`src/rtl/calc_input_sequencer_if.sv`:
```
// Handshake/data bundle between the calculator input sequencer and its
// surroundings (switches, debouncers, ALU, BCD converter, display path).
interface calc_input_sequencer_if #(
  parameter int N   = 16,
  parameter int OPW = 2
);
  logic [N-1:0]   sw;
  logic           enter_pulse;
  logic           undo_pulse;
  logic [N-1:0]   alu_result;
  logic           conv_idle;
  logic [N-1:0]   op1;
  logic [N-1:0]   op2;
  logic [OPW-1:0] opcode;
  logic [N-1:0]   result_q;
  logic [1:0]     state;
  logic           conv_trigger;
  logic           display_valid;

  modport slave (
    input  sw, enter_pulse, undo_pulse, alu_result, conv_idle,
    output op1, op2, opcode, result_q, state, conv_trigger, display_valid
  );

  modport master (
    output sw, enter_pulse, undo_pulse, alu_result, conv_idle,
    input  op1, op2, opcode, result_q, state, conv_trigger, display_valid
  );
endinterface

```
`src/rtl/calc_input_sequencer.sv`:
```
// Operand/opcode entry sequencer with BCD-conversion handshake.
// Optional macro CHAIN_RESULT_EN: enter in SHOW_RESULT feeds result into op1.
module calc_input_sequencer #(
  parameter int N   = 16,
  parameter int OPW = 2
) (
  input logic                  clk,
  input logic                  rst,
  calc_input_sequencer_if.slave bus
);

  typedef enum logic [1:0] {
    WAIT_OP1    = 2'b00,
    WAIT_OP2    = 2'b01,
    WAIT_OPCODE = 2'b10,
    SHOW_RESULT = 2'b11
  } seq_e;

  typedef enum logic [1:0] {
    C_IDLE = 2'b00,
    C_FIRE = 2'b01,
    C_GAP  = 2'b10,
    C_WAIT = 2'b11
  } conv_e;

  seq_e           state_q, state_d;
  conv_e          conv_q, conv_d;
  logic [N-1:0]   op1_q, op1_d;
  logic [N-1:0]   op2_q, op2_d;
  logic [OPW-1:0] opcode_q, opcode_d;
  logic [N-1:0]   result_q_q, result_q_d;
  logic           cap_q, cap_d;
  logic           pending_q, pending_d;
  logic           enter_acc, undo_acc, set_pend;

  // Simultaneous enter and undo cancel each other out.
  assign enter_acc = bus.enter_pulse & ~bus.undo_pulse;
  assign undo_acc  = bus.undo_pulse  & ~bus.enter_pulse;

  always_comb begin
    state_d    = state_q;
    op1_d      = op1_q;
    op2_d      = op2_q;
    opcode_d   = opcode_q;
    result_q_d = result_q_q;
    cap_d      = 1'b0;
    set_pend   = 1'b0;
    case (state_q)
      WAIT_OP1: begin
        if (enter_acc) begin
          op1_d    = bus.sw;
          state_d  = WAIT_OP2;
          set_pend = 1'b1;
        end
      end
      WAIT_OP2: begin
        if (enter_acc) begin
          op2_d    = bus.sw;
          state_d  = WAIT_OPCODE;
          set_pend = 1'b1;
        end else if (undo_acc) begin
          state_d  = WAIT_OP1;
          set_pend = 1'b1;
        end
      end
      WAIT_OPCODE: begin
        // Pending is deferred to the capture cycle so the first conversion
        // already sees the settled ALU result.
        if (enter_acc) begin
          opcode_d = bus.sw[OPW-1:0];
          state_d  = SHOW_RESULT;
          cap_d    = 1'b1;
        end else if (undo_acc) begin
          state_d  = WAIT_OP2;
          set_pend = 1'b1;
        end
      end
      SHOW_RESULT: begin
        if (enter_acc) begin
`ifdef CHAIN_RESULT_EN
          op1_d   = cap_q ? bus.alu_result : result_q_q;
          state_d = WAIT_OP2;
`else
          op1_d   = '0;
          state_d = WAIT_OP1;
`endif
          op2_d      = '0;
          opcode_d   = '0;
          result_q_d = '0;
          set_pend   = 1'b1;
        end else if (undo_acc) begin
          state_d  = WAIT_OPCODE;
          set_pend = 1'b1;
        end else if (cap_q) begin
          result_q_d = bus.alu_result;
          set_pend   = 1'b1;
        end
      end
      default: state_d = WAIT_OP1;
    endcase
  end

  always_comb begin
    conv_d    = conv_q;
    pending_d = pending_q;
    case (conv_q)
      C_IDLE: if (pending_q && bus.conv_idle) conv_d = C_FIRE;
      C_FIRE: begin
        pending_d = 1'b0;
        conv_d    = C_GAP;
      end
      // Converter may not have dropped idle yet; ignore it for one cycle.
      C_GAP:  conv_d = C_WAIT;
      C_WAIT: if (bus.conv_idle) conv_d = C_IDLE;
      default: conv_d = C_IDLE;
    endcase
    if (set_pend) pending_d = 1'b1;
  end

  always_ff @(posedge clk) begin
    if (rst) begin
      state_q    <= WAIT_OP1;
      conv_q     <= C_IDLE;
      op1_q      <= '0;
      op2_q      <= '0;
      opcode_q   <= '0;
      result_q_q <= '0;
      cap_q      <= 1'b0;
      pending_q  <= 1'b1;
    end else begin
      state_q    <= state_d;
      conv_q     <= conv_d;
      op1_q      <= op1_d;
      op2_q      <= op2_d;
      opcode_q   <= opcode_d;
      result_q_q <= result_q_d;
      cap_q      <= cap_d;
      pending_q  <= pending_d;
    end
  end

  assign bus.op1           = op1_q;
  assign bus.op2           = op2_q;
  assign bus.opcode        = opcode_q;
  assign bus.result_q      = result_q_q;
  assign bus.state         = state_q;
  assign bus.conv_trigger  = (conv_q == C_FIRE);
  assign bus.display_valid = (conv_q == C_IDLE) & ~pending_q & ~cap_q;

endmodule

```
`src/flat_wrapper.sv`:
```
// flat-port wrapper written by rule: the top's interface ports become plain ports
module calc_input_sequencer_flat 
#(
  parameter int N   = 16,
  parameter int OPW = 2
)
  (clk, rst, bus_sw, bus_enter_pulse, bus_undo_pulse, bus_alu_result, bus_conv_idle, bus_op1, bus_op2, bus_opcode, bus_result_q, bus_state, bus_conv_trigger, bus_display_valid);
  calc_input_sequencer_if #(.N(N), .OPW(OPW)) bus_i ();
  input logic clk;
  input logic rst;
  input wire logic [$bits(bus_i.sw)-1:0] bus_sw;
  input wire logic [$bits(bus_i.enter_pulse)-1:0] bus_enter_pulse;
  input wire logic [$bits(bus_i.undo_pulse)-1:0] bus_undo_pulse;
  input wire logic [$bits(bus_i.alu_result)-1:0] bus_alu_result;
  input wire logic [$bits(bus_i.conv_idle)-1:0] bus_conv_idle;
  output wire logic [$bits(bus_i.op1)-1:0] bus_op1;
  output wire logic [$bits(bus_i.op2)-1:0] bus_op2;
  output wire logic [$bits(bus_i.opcode)-1:0] bus_opcode;
  output wire logic [$bits(bus_i.result_q)-1:0] bus_result_q;
  output wire logic [$bits(bus_i.state)-1:0] bus_state;
  output wire logic [$bits(bus_i.conv_trigger)-1:0] bus_conv_trigger;
  output wire logic [$bits(bus_i.display_valid)-1:0] bus_display_valid;
  assign bus_i.sw = bus_sw;
  assign bus_i.enter_pulse = bus_enter_pulse;
  assign bus_i.undo_pulse = bus_undo_pulse;
  assign bus_i.alu_result = bus_alu_result;
  assign bus_i.conv_idle = bus_conv_idle;
  assign bus_op1 = bus_i.op1;
  assign bus_op2 = bus_i.op2;
  assign bus_opcode = bus_i.opcode;
  assign bus_result_q = bus_i.result_q;
  assign bus_state = bus_i.state;
  assign bus_conv_trigger = bus_i.conv_trigger;
  assign bus_display_valid = bus_i.display_valid;
  calc_input_sequencer #(.N(N), .OPW(OPW)) u_core (.clk(clk), .rst(rst), .bus(bus_i));
endmodule
```
`config.mk`:
```
export PLATFORM = sky130hd
export DESIGN_NAME = calc_input_sequencer_flat
export DESIGN_NICKNAME = d
export VERILOG_FILES = /design/src/rtl/calc_input_sequencer_if.sv /design/src/rtl/calc_input_sequencer.sv /design/src/flat_wrapper.sv
export SDC_FILE = /design/constraint.sdc
export NUM_CORES = 1
export LEC_CHECK = 0
export ABC_CLOCK_PERIOD_IN_PS = 4630
export BUFFER_PORTS_ARGS = -buffer_cell sky130_fd_sc_hd__buf_4
export CAP_MARGIN = 20
export CORE_MARGIN = 2
export CORE_UTILIZATION = 40
export DETAILED_ROUTE_END_ITERATION = 16
export PLACE_DENSITY_LB_ADDON = 0.12
export SYNTH_ARGS = -nofsm -noshare
export SYNTH_HDL_FRONTEND = slang
export SYNTH_SLANG_ARGS = --single-unit
export TNS_END_PERCENT = 10
```
`constraint.sdc`:
```
create_clock -name clk -period 4.63 [get_ports clk]
set_input_delay 0.463 -clock clk [delete_from_list [all_inputs] [get_ports clk]]
set_output_delay 0.463 -clock clk [all_outputs]
set_load 0.03 [all_outputs]
```
Word-level counts from Yosys, hierarchy flattened
Cells that the tools add are included.
{"block": "classes", "n_reduce_logical": 15, "n_eq_ne": 16, "muxes": 29, "bitwise_logic": 9}
{"cell": "$mux 16", "count": 5}
{"cell": "$pmux 16 s2", "count": 2}
{"cell": "$mux 2", "count": 11}
{"cell": "$pmux 2 s4", "count": 2}
{"cell": "$ne 2x1->1 const B", "count": 6}
{"cell": "$reduce_and 3->1", "count": 4}
{"cell": "$ne 3x1->1 const B", "count": 3}
{"cell": "$eq 2x2->1 const B", "count": 4}
{"cell": "$reduce_bool 2->1", "count": 4}
{"cell": "$mux 1", "count": 7}
{"cell": "$not 1->1", "count": 5}
{"cell": "$and 1x1->1", "count": 4}
{"cell": "$eq 2x1->1 const B", "count": 2}
{"cell": "$logic_not 2->1", "count": 2}
{"cell": "$pmux 1 s4", "count": 1}
{"cell": "$pmux 2 s2", "count": 1}
{"cell": "$reduce_and 4->1", "count": 1}
{"cell": "$reduce_or 2->1", "count": 2}
{"cell": "$ne 2x2->1 const B", "count": 1}
{"cell": "$reduce_and 2->1", "count": 1}
{"cell": "$logic_and 1x1->1", "count": 1}
{"block": "word_totals", "output_inout_bits": 54, "register_bits": 56, "elab_cells": 77, "in_bits": 37}

Longest topological paths before layout
{"block": "depth", "word_depth": 6, "mapped_depth": 7, "depth_no_buf": 6}

Worst setup path before layout
No wires, ideal clock.
{"block": "synth_path", "kind": "register -> register", "from": "register u_core.state_q[0], in the netlist u_core.bus.state[0]", "to": "register u_core.op1_q[0], in the netlist u_core.bus.op1[0]", "period_less_slack_ns": 1.988, "setup_ns": 0.128, "path_buffers": 1, "t_required_ns": 4.502, "stages_incl_launch_ff": 8, "setup_slack_ns": 2.642, "arrival_ns": 1.861, "path_cell_list": "dfxtp_1 -> inv_1 -> ha_1 -> or2_1 -> a21oi_4 -> buf_8 -> mux2i_1 -> nor2_1"}
{"block": "synth_via", "elab_chain_len": 3, "word_cells_on_any_way": 7, "classes_between": "3 x eq/ne; 1 x mux; 3 x reduce/logical"}
{"item": "from (decl)", "line": "calc_input_sequencer.sv:26", "rtl": "seq_e state_q, state_d;"}
{"item": "from (signal assigned)", "line": "calc_input_sequencer.sv:131", "rtl": "state_q <= state_d;"}
{"item": "$eq 2x2->1 / $logic_not 2->1 (equally long branches)", "line": "calc_input_sequencer.sv:48", "rtl": "case (state_q)"}
{"item": "$ne 2x1->1 (no line) / $reduce_bool 2->1 (equally long branches)"}
{"item": "$reduce_and 3->1 (no line)"}
{"item": "to (signal assigned)", "line": "calc_input_sequencer.sv:133", "rtl": "op1_q <= op1_d;"}
{"item": "to (decl)", "line": "calc_input_sequencer.sv:28", "rtl": "logic [N-1:0] op1_q, op1_d;"}
Several ways; a longest one is shown, not always the timed one.
A chain may end at the register's enable or synchronous reset.

Worst setup path in the final report
{"block": "layout_path", "from": "register u_core.state_q[1], in the netlist u_core.bus.state[1]", "to": "register u_core.result_q_q[3], in the netlist u_core.bus.result_q[3]"}
{"block": "layout_via", "elab_chain_len": 2}
{"item": "$eq 2x2->1", "line": "calc_input_sequencer.sv:48"}
{"item": "$reduce_and 3->1 (no line)"}
{"item": "to (signal assigned)", "line": "calc_input_sequencer.sv:136", "rtl": "result_q_q <= result_q_d;"}
{"item": "to (decl)", "line": "calc_input_sequencer.sv:31", "rtl": "logic [N-1:0] result_q_q, result_q_d;"}
Every way passes these cells.

==> impl_metrics.toml <==
[sta]
slew_headroom_pct = 35.2
fin_crit_sh_pct = 53.3
setup_slack_ns = 2.16
holdWs_ns = 0.371
tightest_slew_ns = 0.972
setup_viol = 0
hold_viol_final = 0
fin_crit_ns = 2.47
rsz0062_at_grt = "false"
setup-tns-final_ns = 0
max_freq_mhz = 405
clock-skew-final_ns = 0.00684
maxSlewViolCount = 0

[clocking]
cts.htree.levels = 2
clk_pin_slew_ns = 0.09
postCtsHoldBufs = 0
cts-buffers-inserted = 5
ctsResizeCount = 0
clkSinkCount = 56
postCtsSetupBuffers = 0
insertion_delay_ns = 0.30
cts_tree = "done"
ctsRootBufferMaster = "clkbuf_8"
clock_path_buffers = 2

[yosys]
synth_area_leaders = "dfxtp_1, mux2i_1, a22o_1"
yosysSeqAreaShare_pct = 48.8
synthCells = 242
synth_top_area_share_pct = 48.8
synthDistinctLibCells = 30
yosys_warnings = 0
syn_area_per_cell_um2 = 9.49
synth_top_area_cell = "dfxtp_1"
synth_seq_cells = 56
syn_nets = 289
syn-cell-area_mm2 = 0.00230

[die]
initial_utilization_pct = 41.5
dieArea_mm2 = 0.00636
die_x_um = 79.8
io_pins = 91
fp.dieH_um = 79.8
fp.coreArea_mm2 = 0.00554
rows = 27

[setup_path]
max_stage_delay_ns = 0.82
arrival_ns = 2.71
required_ns = 4.87
crit_chain = "ha_1 > nand2_1 > nor4_4 > a22o_1"
worst-path-max-fanout = 26
r2r_cells = 4
path_buf_inv = 0
cpMaxStageDelayCell = "ha_1"
critPathLaunchType = "register"
rr_endpoint = "u_core.bus.result_q[3]"
crit_type = "reg2reg"
r2r_slack_ns = 2.16
reg2reg_from = "u_core.bus.state[1]"
end_kind = "register"
path_delay_family = "simple AND/OR/NAND/NOR gates"

[detailed_routing]
drt_first_iter_violations = 68
dr.pass1.iters = 4
drtAntennaViolNets = 0
remaining_drc_errors = 0
routed_wl_um = 5260
via_per_inst = 4.91
vias = 1970
wire_per_inst_um = 13.1

[job]
maxCapViolations = 0

[final_layout]
final_util_pct = 55.6
fin_nets = 375
instances_no_fill = 401
mostFrequentLayoutCell = "buf_4"
antenna_cells = 0
drive_above_1_share_pct = 31.0
layout_common_cells = "buf_4, dfxtp_1, nand2_1"
area_delta_synth_final_pct = 34.2

[power_and_ir_drop]
p_leak_nw = 1.38
ir_drop_uv = 189
p_per_area_mw_per_mm2 = 362

[place]
io_buffers = 90
place_hpwl_um = 3670
dp_slack_ns = 2.08
gp_congestion = 0.705
dp.cells = 392

[worst_hold_path]
min_path_type = "in2reg"
whs_endpoint = "u_core.bus.result_q[5]"
hold_path.startpoint = "bus_alu_result[5]"
holdPathStages = 2

[global_routing]
grt_max_degree = 43
antenna_found_initial = 0
grt_pass1_vias = 1803
grt_pass1_wl_um = 8450
overflow = 0
grt_use_total_pct = 16.7

[run_status]
status = "complete, no violations"
-- stage by stage --
stage / total power [mW] / instance area [um2]
2_1_floorplan: 0.772 / 2300
3_3_place_gp: 0.865 / 2980
3_5_place_dp: 0.871 / 2990
4_1_cts: 1.13 / 3080
5_1_grt: 1.19 / 3080
6_report: 1.12 / 3080
-- where the power goes --
group          total (mW)  leakage [nW]  internal, mW  switching (mW)
combinational       0.316         0.878         0.134           0.182
sequential          0.541         0.455         0.517          0.0234
clock               0.260        0.0424         0.109           0.152
total                1.12          1.38         0.760           0.357
-- cells by family after synthesis --
family	Yosys count	synth area share, %
buf+inv	20	4.96
compound gates	50	15.4
flops	56	48.8
fa+ha+maj	10	5.45
mux	17	7.41
simple gates	89	18.0
-- state kept, by name, indices dropped and copies added (netlist names) --
register and flops:
u_core.pending_q 1, u_core.cap_q 1, u_core.conv_q 2, u_core.bus.state 2, u_core.bus.op1 16, u_core.bus.op2 16
u_core.bus.opcode 2, u_core.bus.result_q 16
-- layout make-up --
class	instances	area [um2]
sequential	56	1120
inverter	6	22.5
fill	512	2460
multi-input combinational	166	1060
clock buffer	7	76.3
clock inverter	1	8.76
timing repair buffer	93	702
tap	72	90.1
-- per-layer routing --
metal | routed length (um) | share of wire, % | global-route usage [%]
met1 | 2290 | 44 | 21.5
met2 | 2500 | 47 | 27.2
met3 | 383 | 7.3 | 4.64
met4 | 88 | 1.7 | 5.59
met5 | 0 | 0 | 0
-- how the worst max path moves through the flow --
stage / start / to / cells past startpoint
after floorplan: u_core.bus.state[0] / u_core.bus.op1[0] / 7
after global placement: u_core.bus.state[1] / u_core.bus.op2[4] / 5
after detailed placement: u_core.bus.state[1] / u_core.bus.op2[0] / 5
after CTS: u_core.bus.state[1] / u_core.bus.op2[0] / 5
after global routing: u_core.bus.state[1] / u_core.bus.result_q[1] / 4
final: u_core.bus.state[1] / u_core.bus.result_q[3] / 4
-- synth_stat cells --
master,count
a21oi_4,1
nor3b_1,1
a211oi_1,2
mux2i_1,17
and2b_1,1
or2_1,1
nand2b_1,1
clkbuf_2,1
a2111o_1,1
nor2_1,27
o21a_1,1
a22o_1,16
inv_1,6
o21ai_0,3
dfxtp_1,56
nor2b_1,18
clkbuf_1,6
o21ai_1,1
buf_2,3
nand2_1,37
nor4_1,1
buf_8,1
a2111oi_0,1
buf_6,3
nor3_1,1
a21oi_1,21
a211oi_2,1
ha_1,10
a32oi_1,2
nor4_4,1
(Power assumes the default switching activity.)
